==> config.mk <==
export PLATFORM = sky130hd
export DESIGN_NAME = lsu_ctrl
export DESIGN_NICKNAME = d
export VERILOG_FILES = /design/src/rtl/lsu_pkg.sv /design/src/rtl/lsu_lane_align.sv /design/src/rtl/lsu_ctrl.sv
export SDC_FILE = /design/constraint.sdc
export NUM_CORES = 1
export LEC_CHECK = 0
export BUFFER_PORTS_ARGS = -buffer_cell sky130_fd_sc_hd__buf_2
export CORE_ASPECT_RATIO = 1.5
export CORE_MARGIN = 2
export CORE_UTILIZATION = 35
export DETAILED_ROUTE_END_ITERATION = 12
export SLEW_MARGIN = 20
export SYNTH_ARGS = -nofsm -noshare
export SYNTH_HDL_FRONTEND = slang
export SYNTH_SLANG_ARGS = --single-unit
==> constraint.sdc <==
create_clock -name clk -period 3.42 [get_ports clk]
set_input_delay 0.342 -clock clk [delete_from_list [all_inputs] [get_ports clk]]
set_output_delay 0.342 -clock clk [all_outputs]
set_load 0.01 [all_outputs]
==> src/rtl/lsu_pkg.sv <==
// Shared definitions for the load/store unit: op encodings, FSM states and lane widths.
package lsu_pkg;

  localparam logic [2:0] OP_LW  = 3'd0;
  localparam logic [2:0] OP_LH  = 3'd1;
  localparam logic [2:0] OP_LHU = 3'd2;
  localparam logic [2:0] OP_LB  = 3'd3;
  localparam logic [2:0] OP_LBU = 3'd4;
  localparam logic [2:0] OP_SW  = 3'd5;
  localparam logic [2:0] OP_SH  = 3'd6;
  localparam logic [2:0] OP_SB  = 3'd7;

  localparam int BYTE_W = 8;
  localparam int HALF_W = 16;

  typedef enum logic [1:0] {
    ST_IDLE  = 2'd0,
    ST_READ  = 2'd1,
    ST_WRITE = 2'd2,
    ST_RESP  = 2'd3
  } state_t;

  function automatic logic is_sub_word_store(input logic [2:0] op);
    return (op == OP_SB) || (op == OP_SH);
  endfunction

endpackage

==> src/rtl/lsu_lane_align.sv <==
// Combinational lane logic: load extraction/extension, store lane merge and alignment check.
module lsu_lane_align
  import lsu_pkg::*;
#(
  parameter int DATA_W = 32
) (
  input  logic [DATA_W-1:0] word,
  input  logic [1:0]        addr,
  input  logic [2:0]        op,
  input  logic [DATA_W-1:0] store_data,
  output logic [DATA_W-1:0] load_data,
  output logic [DATA_W-1:0] merged,
  output logic              misaligned
);

  logic [BYTE_W-1:0] byte_lane;
  logic [HALF_W-1:0] half_lane;

  // Little-endian: byte k lives at bits [8k+7:8k], halfword h at [16h+15:16h].
  assign byte_lane = word[{addr, 3'b000} +: BYTE_W];
  assign half_lane = word[{addr[1], 4'b0000} +: HALF_W];

  always_comb begin
    load_data = word;
    case (op)
      OP_LH:   load_data = {{(DATA_W-HALF_W){half_lane[HALF_W-1]}}, half_lane};
      OP_LHU:  load_data = {{(DATA_W-HALF_W){1'b0}}, half_lane};
      OP_LB:   load_data = {{(DATA_W-BYTE_W){byte_lane[BYTE_W-1]}}, byte_lane};
      OP_LBU:  load_data = {{(DATA_W-BYTE_W){1'b0}}, byte_lane};
      default: load_data = word;
    endcase
  end

  always_comb begin
    merged = word;
    case (op)
      OP_SB:   merged[{addr, 3'b000} +: BYTE_W]     = store_data[BYTE_W-1:0];
      OP_SH:   merged[{addr[1], 4'b0000} +: HALF_W] = store_data[HALF_W-1:0];
      OP_SW:   merged = store_data;
      default: merged = word;
    endcase
  end

  always_comb begin
    misaligned = 1'b0;
    case (op)
      OP_LW, OP_SW:         misaligned = (addr != 2'b00);
      OP_LH, OP_LHU, OP_SH: misaligned = addr[0];
      default:              misaligned = 1'b0;
    endcase
  end

endmodule

==> src/rtl/lsu_ctrl.sv <==
// Load/store control: turns byte-addressed requests into word accesses on data_memory,
// with read-modify-write for SB/SH and a single-cycle response pulse.
module lsu_ctrl
  import lsu_pkg::*;
#(
  parameter int WORD_IDX_W = 10,
  parameter int DATA_W     = 32
) (
  input  logic              clk,
  input  logic              rst_n,
  input  logic              req_valid,
  output logic              req_ready,
  input  logic [2:0]        req_op,
  input  logic [31:0]       req_addr,
  input  logic [DATA_W-1:0] req_wdata,
  output logic              resp_valid,
  output logic [DATA_W-1:0] resp_rdata,
  output logic              resp_misaligned,
  output logic              busy,
  output logic              mem_read,
  output logic              mem_write,
  output logic [31:0]       mem_address,
  output logic [DATA_W-1:0] mem_wdata,
  input  logic [DATA_W-1:0] mem_rdata
);

  localparam int ADDR_W = WORD_IDX_W + 2;

  state_t              state;
  logic [2:0]          op_q;
  logic [ADDR_W-1:0]   addr_q;
  logic [DATA_W-1:0]   wdata_q;
  logic [DATA_W-1:0]   word_q;

  logic [DATA_W-1:0]   align_word;
  logic [1:0]          align_addr;
  logic [2:0]          align_op;
  logic [DATA_W-1:0]   align_store;
  logic [DATA_W-1:0]   load_data;
  logic [DATA_W-1:0]   merged;
  logic                misaligned;
  logic                unused_addr_bits;

  // Upper address bits simply alias onto the 1024-word array.
  assign unused_addr_bits = ^req_addr[31:ADDR_W];

  // In IDLE the aligner checks the incoming request; afterwards it works on the latched one.
  assign align_word  = (state == ST_READ) ? mem_rdata : word_q;
  assign align_addr  = (state == ST_IDLE) ? req_addr[1:0] : addr_q[1:0];
  assign align_op    = (state == ST_IDLE) ? req_op : op_q;
  assign align_store = (state == ST_IDLE) ? req_wdata : wdata_q;

  lsu_lane_align #(.DATA_W(DATA_W)) u_align (
    .word       (align_word),
    .addr       (align_addr),
    .op         (align_op),
    .store_data (align_store),
    .load_data  (load_data),
    .merged     (merged),
    .misaligned (misaligned)
  );

  assign req_ready   = (state == ST_IDLE);
  assign busy        = (state != ST_IDLE);
  assign mem_read    = (state == ST_READ);
  // Gated by reset so an in-flight write is abandoned at the reset edge.
  assign mem_write   = (state == ST_WRITE) && rst_n;
  assign mem_address = (state == ST_READ || state == ST_WRITE)
                       ? {{(32-WORD_IDX_W){1'b0}}, addr_q[ADDR_W-1:2]} : 32'd0;
  assign mem_wdata   = (state == ST_WRITE) ? merged : '0;

  always_ff @(posedge clk) begin
    if (!rst_n) begin
      state           <= ST_IDLE;
      op_q            <= '0;
      addr_q          <= '0;
      wdata_q         <= '0;
      word_q          <= '0;
      resp_valid      <= 1'b0;
      resp_misaligned <= 1'b0;
      resp_rdata      <= '0;
    end else begin
      resp_valid      <= 1'b0;
      resp_misaligned <= 1'b0;
      case (state)
        ST_IDLE: begin
          if (req_valid) begin
            op_q    <= req_op;
            addr_q  <= req_addr[ADDR_W-1:0];
            wdata_q <= req_wdata;
            if (misaligned) begin
              state           <= ST_RESP;
              resp_valid      <= 1'b1;
              resp_misaligned <= 1'b1;
              resp_rdata      <= '0;
            end else if (req_op == OP_SW) begin
              state <= ST_WRITE;
            end else begin
              state <= ST_READ;
            end
          end
        end
        ST_READ: begin
          word_q <= mem_rdata;
          if (is_sub_word_store(op_q)) begin
            state <= ST_WRITE;
          end else begin
            state      <= ST_RESP;
            resp_valid <= 1'b1;
            resp_rdata <= load_data;
          end
        end
        ST_WRITE: begin
          state      <= ST_RESP;
          resp_valid <= 1'b1;
          resp_rdata <= '0;
        end
        default: state <= ST_IDLE;
      endcase
    end
  end

endmodule

# Yosys cells after proc, flatten, opt, wreduce, memory -nomap -nowiden
# Cells that the tools add are included.
[totals]
regBits = 115
latchBits = 0
mem_bits_rw = 0
romBits = 0
in_bits = 102
output_inout_bits = 102
word_cells = 68
memories = 0
[op_classes]
add_sub_neg = 2
n_mul = 0
n_div = 0
magnitude_cmp = 0
eq_ne = 15
n_shift = 6
mux = 24
bitwise_logic = 0
reduce_logical = 13
[op_table]
columns = ["cell", "count"]
rows = [
  ["32-bit two-way mux", 6],
  ["32-bit one-hot mux with 3 select lines", 2],
  ["32-bit one-hot mux with 4 select lines", 1],
  ["32-bit bitwise mux", 2],
  ["16-bit by 7-bit variable shift with 32-bit output (first input constant)", 1],
  ["8-bit by 7-bit variable shift with 32-bit output (first input constant)", 1],
  ["16-bit by 7-bit indexed part select with 32-bit output", 1],
  ["32-bit by 6-bit indexed part select with 16-bit output", 1],
  ["32-bit by 6-bit indexed part select with 8-bit output", 1],
  ["8-bit by 7-bit indexed part select with 32-bit output", 1],
  ["3-bit equality test (second input constant)", 7],
  ["5-bit negator with 7-bit output", 2],
  ["10-bit two-way mux", 1],
  ["2-bit two-way mux", 4],
  ["3-bit by 2-bit equality test with 1-bit output (second input constant)", 2],
  ["2-bit one-hot mux with 3 select lines", 1],
  ["1-bit two-way mux", 4],
  ["2-bit != test (second input constant)", 2],
  ["2-bit AND reduction", 2],
  ["4-bit AND reduction", 1],
  ["2-bit nonzero test", 2],
  ["3-bit by 1-bit equality test with 1-bit output (second input constant)", 1],
  ["3-bit zero test", 1],
  ["3-bit two-way mux", 1],
  ["11 further kinds", 12],
]

# Logic depth before layout (Yosys ltp)
[logic_depth]
depth_word = 8
depth_mapped = 13
mapped_depth_nobuf = 11

# Hierarchy
# From an unflattened synthesis, not the netlist that was laid out.
[unflattened]
hier_cells = 842
hier_area_um2 = 7195.7
[by_module_without_submodules]
columns = ["mod", "instances", "cells_each", "area_per_inst_um2", "seq_area_each_um2"]
rows = [
  ["lsu_ctrl", 1, 596, 5381.4, 2302.2],
  ["lsu_lane_align", 1, 246, 1814.2, 0.0],
]

# Worst setup path after synthesis
# OpenSTA, ideal clock, no wires.
[synth_path]
path_kind = "register -> output"
start = "register state[0]"
end = "output port mem_wdata[19]"
t_arrival_ns = 2.743
required_ns = 3.078
slack_ns = 0.335
path_stages_with_launch = 13
path_buffers = 3
cell_sequence = "dfxtp_1 inv_1 ha_1 buf_6 mux2i_4 clkbuf_1 ha_1 clkbuf_1 nor3_1 nand3_1 nand2_1 a21oi_1 a21boi_0"
[synth_via]
elab_chain_len = 7
word_cells_on_any_way = 20
cone_classes = "add/sub: 2; eq/ne: 5; shift: 4; mux: 8; reduce/logical: 1"
[synth_lines]
columns = ["item", "line_no", "rtl"]
rows = [
  ["start, declared", "lsu_ctrl.sv:29", "state_t state;"],
  ["start signal, assigned", "lsu_ctrl.sv:74", "state <= ST_IDLE;"],
  ["start signal, assigned", "lsu_ctrl.sv:92", "state <= ST_RESP;"],
  ["start signal, assigned", "lsu_ctrl.sv:97", "state <= ST_WRITE;"],
  ["2-bit zero test *", "--", ""],
  ["named net req_ready", "lsu_ctrl.sv:12", "output logic req_ready,"],
  ["2-bit two-way mux", "lsu_ctrl.sv:49", "assign align_addr = (state == ST_IDLE) ? req_addr[1:0] : addr_q[1:0];"],
  ["5-bit negator with 7-bit output, on equally long branches", "lsu_lane_align.sv:38, lsu_lane_align.sv:37", ""],
  ["16-bit by 7-bit indexed part select with 32-bit output (tied with other cells)", "lsu_lane_align.sv:38", "OP_SH: merged[{addr[1], 4'b0000} +: HALF_W] = store_data[HALF_W-1:0];"],
  ["32-bit bitwise mux, on equally long branches", "lsu_lane_align.sv:38, lsu_lane_align.sv:37", ""],
  ["32-bit one-hot mux with 3 select lines *", "lsu_lane_align.sv:36", "case (op)"],
  ["32-bit two-way mux *", "lsu_ctrl.sv:70", "assign mem_wdata = (state == ST_WRITE) ? merged : '0;"],
  ["end, declared", "lsu_ctrl.sv:23", "output logic [DATA_W-1:0] mem_wdata,"],
]
# The timed path passes the listed nets; every way through them passes the cells marked *.

# Worst setup path after layout
[layout_path]
start = "register state[0]"
end = "output port mem_wdata[12]"
[layout_via]
elab_chain_len = 7
word_cells_on_any_way = 20
cone_classes = "add/sub: 2; eq/ne: 5; shift: 4; mux: 8; reduce/logical: 1"
[layout_lines]
columns = ["item", "line_no"]
rows = [
  ["2-bit zero test", "lsu_ctrl.sv:49, lsu_ctrl.sv:50, lsu_ctrl.sv:51"],
  ["2-bit two-way mux", "lsu_ctrl.sv:49"],
  ["5-bit negator with 7-bit output, on equally long branches", "lsu_lane_align.sv:38, lsu_lane_align.sv:37"],
  ["16-bit by 7-bit indexed part select with 32-bit output (tied with other cells)", "lsu_lane_align.sv:38"],
  ["32-bit bitwise mux, on equally long branches", "lsu_lane_align.sv:38, lsu_lane_align.sv:37"],
  ["32-bit one-hot mux with 3 select lines", "lsu_lane_align.sv:36"],
  ["32-bit two-way mux *", "lsu_ctrl.sv:70"],
]
# Every way passes the cells marked *; elsewhere a longest branch is shown, timed or not.

==> key figures <==
Run status
  – Status: complete, no violations

Critical path
  – Worst Path Arrival: 2.96 ns
  – CP most frequent cell: o21a_1
  – Worst reg-to-reg path cell count: 8
  – Worst path max stage delay: 0.42 ns
  – CP endpoint kind: output pin
  – CP Launch Type: register
  – Crit-path max FO: 11
  – Slowest cell on the critical path: or3_1
  – Worst EP required: 3.08 ns
  – Critical-path cell list: inv_1 -> ha_2 -> mux2_4 -> o21a_1 -> nand3_1 -> or3_1 -> nor2_1 -> o21a_1 -> buf_2
  – Kind of critical path: reg -> out

Clock network
  – Cts bufs inserted: 17
  – Clock Pin Slew Worst Setup and Hold Paths: 0.06 ns
  – CTS tree: built
  – Max Buffers Root-to-Sink: 2
  – # hold bufs at CTS: 0
  – Root buffer selected by CTS: clkbuf_16
  – CTS Sinks: 115
  – Worst skew pair latency: 0.42 ns
  – H-tree Lvls: 4

Layout
  – ANT cells: 0
  – Nets: ~1100
  – Finished Layout Cells: 1276
  – Post-Layout Inst Area: between 8000 and 9000 um^2
  – Share of cells above drive strength 1: 0.2716
  – Area Overhead vs Synth: 24.60%
  – Final-layout fill cell count: 2028

Place
  – Port buffer count: 161
  – Setup Slack @ Placement: ~0.32 ns
  – Dpl cell area: 7843 um^2
  – Placer's final routability congestion estimate: 0.9342
  – DPL Wire Length: 16.34 mm
  – Post-Place Cells: 1242

Route
  – Via Count: between 6000 and 7000
  – Initial drt markers: 320
  – Vias per cell: 5.031
  – Drt drc: 0
  – First-pass detailed-route iteration total: 6
  – Average wire per standard cell: 16.97 um
  – Antenna-violating nets left: 0
  – Final wirelength: 21.65 mm

Yosys
  – Syn Area/Cell: 8.042 um^2
  – Seq/Total Area, Yosys: 0.3368
  – Mapped Cells: 850
  – Synth warnings: 0
  – Count leader, synth: nand2_1
  – Cell area after synthesis: 6835 um^2
  – Area share of the largest cell type after synthesis: 0.3368
  – Synth cell count leaders: nand2_1, dfxtp_1, nor2_1, mux2i_1, a21boi_0
  – Area contributors post-synth: dfxtp_1, mux2i_1, nand2_1, a21boi_0, nor2_1
  – Post-synth top area cell: dfxtp_1
  – Yosys reg bits: around 120
  – Cell variety after synth: 57
  – Main flop type after synthesis: dfxtp_1
  – Post-synth EDFFs: 0
  – Asr flop ratio synth: 0

Die
  – Ports: 204
  – Core area: 19160 um^2
  – Die W: 118.1 um
  – Die extent in y: 175.2 um
  – Initial Util: 0.3567
  – Die area: 20690 um^2
  – Rows: 62

STA
  – Worst Skew: 0.006821 ns
  – Max Fclk: 0.3031 GHz
  – Slew Viols, Final: 0
  – Slew headroom: 0.4104
  – Setup ws final: between 0.1 and 0.15 ns
  – Setup Viol. Count Final: 0
  – Worst Max-Slew Pin Slew: 0.8598 ns
  – Final min period: 3.299 ns
  – Fin. Hold Viols: 0
  – RSZ-0062 raised after global routing: yes
  – Period utilisation layout: 0.9647

Min path
  – Hold Crit Class: in -> reg
  – Hold Crit Depth: 3

Global routing
  – Largest net degree at the start of global routing: 48
  – Initial antenna violation count: 0
  – Met2 usage: 0.3661
  – Vias in the first global route: 6176
  – Congestion Overflow GR: 0
  – GRT Util Overall: 0.2085
  – GR peak layer: met2
  – First-pass GRT wire length: ~34 mm
  – Met1 GRT Util: 0.2477
  – M3 GR Usage: 0.03655

Pwr
  – P per Cell Area: between 800 and 900 nW/um^2
  – P_leak: roughly 3.8 nW
  – Combinational share of power: 0.515
  – Reg power frac: 0.233
  – Clock power share: 0.252
  – Total power: 7.332 mW
  – Sw Share: 0.4346
  – Switching pwr: 3.187 mW
  – Power Internal: about 4.1 mW
  – Worst VDD drop: approximately 0.38 mV

Flow run
  – MaxCap Viol Count: 0
==> registers in the layout, summed over array words and instances, names as in the netlist <==
signal	cells
addr_q	12
op_q	3
resp_misaligned	1
resp_rdata	32
resp_valid	1
state	2
wdata_q	32
word_q	32
==> per-layer routing <==
metal  up-vias  part of all wire
li1       3205                 -
met1      2966              0.41
met2       213              0.51
met3        36             0.048
met4         0             0.029
met5         -                 0
==> placed cells by master (no fill, tap or decap), types with 5 or more instances in the layout <==
cell	Yosys	final
a21boi_0	51	50
a21oi_1	19	18
a221oi_1	8	8
and2_1	29	29
buf_2	18	161
buf_4	26	32
clkbuf_16	0	17
clkinv_4	0	5
conb_1	1	22
dfxtp_1	115	113
inv_1	6	6
mux2_2	11	11
mux2i_1	64	64
nand2_1	161	161
nand3_1	5	5
nor2_1	79	79
nor2b_1	40	40
o21a_1	13	13
o21ai_0	39	39
o21ai_1	8	8
o21ai_2	12	12
o22ai_1	25	25
o31ai_1	9	9
==> what timing repair did <==
action | in CTS | in global routing
gates resized for setup | 5 | 8
endpoints found under the setup margin | 5 | 26
pin swaps | 0 | 2
hold endpoints to repair | 0 | 0
setup buffers | 0 | 2
==> area by class of cell <==
| class | count | area, um^2 | share of cell area |
|---|---|---|---|
| Tap cell | 256 | 320.3 | 0.03761 |
| Sequential cell | 115 | 2305 | 0.2706 |
| Inverter | 8 | 30.03 | 0.003526 |
| Clock inverter | 14 | 170.2 | 0.01998 |
| Timing Repair Buffer | 195 | 1069 | 0.1255 |
| Clock buffer | 18 | 439.2 | 0.05156 |
| Multi-Input combinational cell | 670 | 4184 | 0.4913 |
==> kinds of logic after synthesis <==
logic type | Yosys count | synth area share
and+or+nand+nor | 338 | 0.2288
AOI/OAI and AO/OA | 216 | 0.2158
DFF | 115 | 0.3368
buffers and inverters | 86 | 0.06919
muxes | 81 | 0.1272
adders and majority gates | 9 | 0.01647
xor gates and xnor gates | 4 | 0.005125
other | 1 | 0.0005486
==> power by group through the flow <==
stage          clock network [mW]  logic (mW)  registers, mW
2_1_floorplan                   0        2.63           1.74
3_3_place_gp                    0        3.69           1.73
3_5_place_dp                    0        3.71           1.74
4_1_cts                      1.87        3.74           1.71
5_1_grt                      1.94        4.12           1.74
6_report                     1.85        3.78           1.71
==> path summary, 6_finish.rpt <==
check                   end            from  slack (ns)
max           mem_wdata[12]        state[0]        0.12
max reg2reg   resp_rdata[9]        state[1]        0.44
min reg2reg  resp_rdata[26]  resp_rdata[26]        0.44
min               addr_q[5]     req_addr[5]        0.17
==> through the flow <==
step / hold WS [ns] / TNS (ns) / utilization
after floorplan: 0.4388 / 0 / -
after global routing: 0.1734 / -0.06138 / 0.4445
final: 0.1682 / 0 / 0.4445
after detailed placement: 0.4372 / 0 / 0.4093
after CTS: 0.1553 / 0 / 0.4418
after global placement: 0.4281 / 0 / 0.4093
==> critical path: cells and delay by family, from the launching register on <==
kind / cells / cell delay, ns
and+or+nand+nor: 3 / 0.75
buffers and inverters: 2 / 0.28
adders and majority gates: 1 / 0.40
muxes: 1 / 0.29
DFF: 1 / 0.34
AOI/OAI and AO/OA: 2 / 0.48
(Power assumes the default switching activity.)
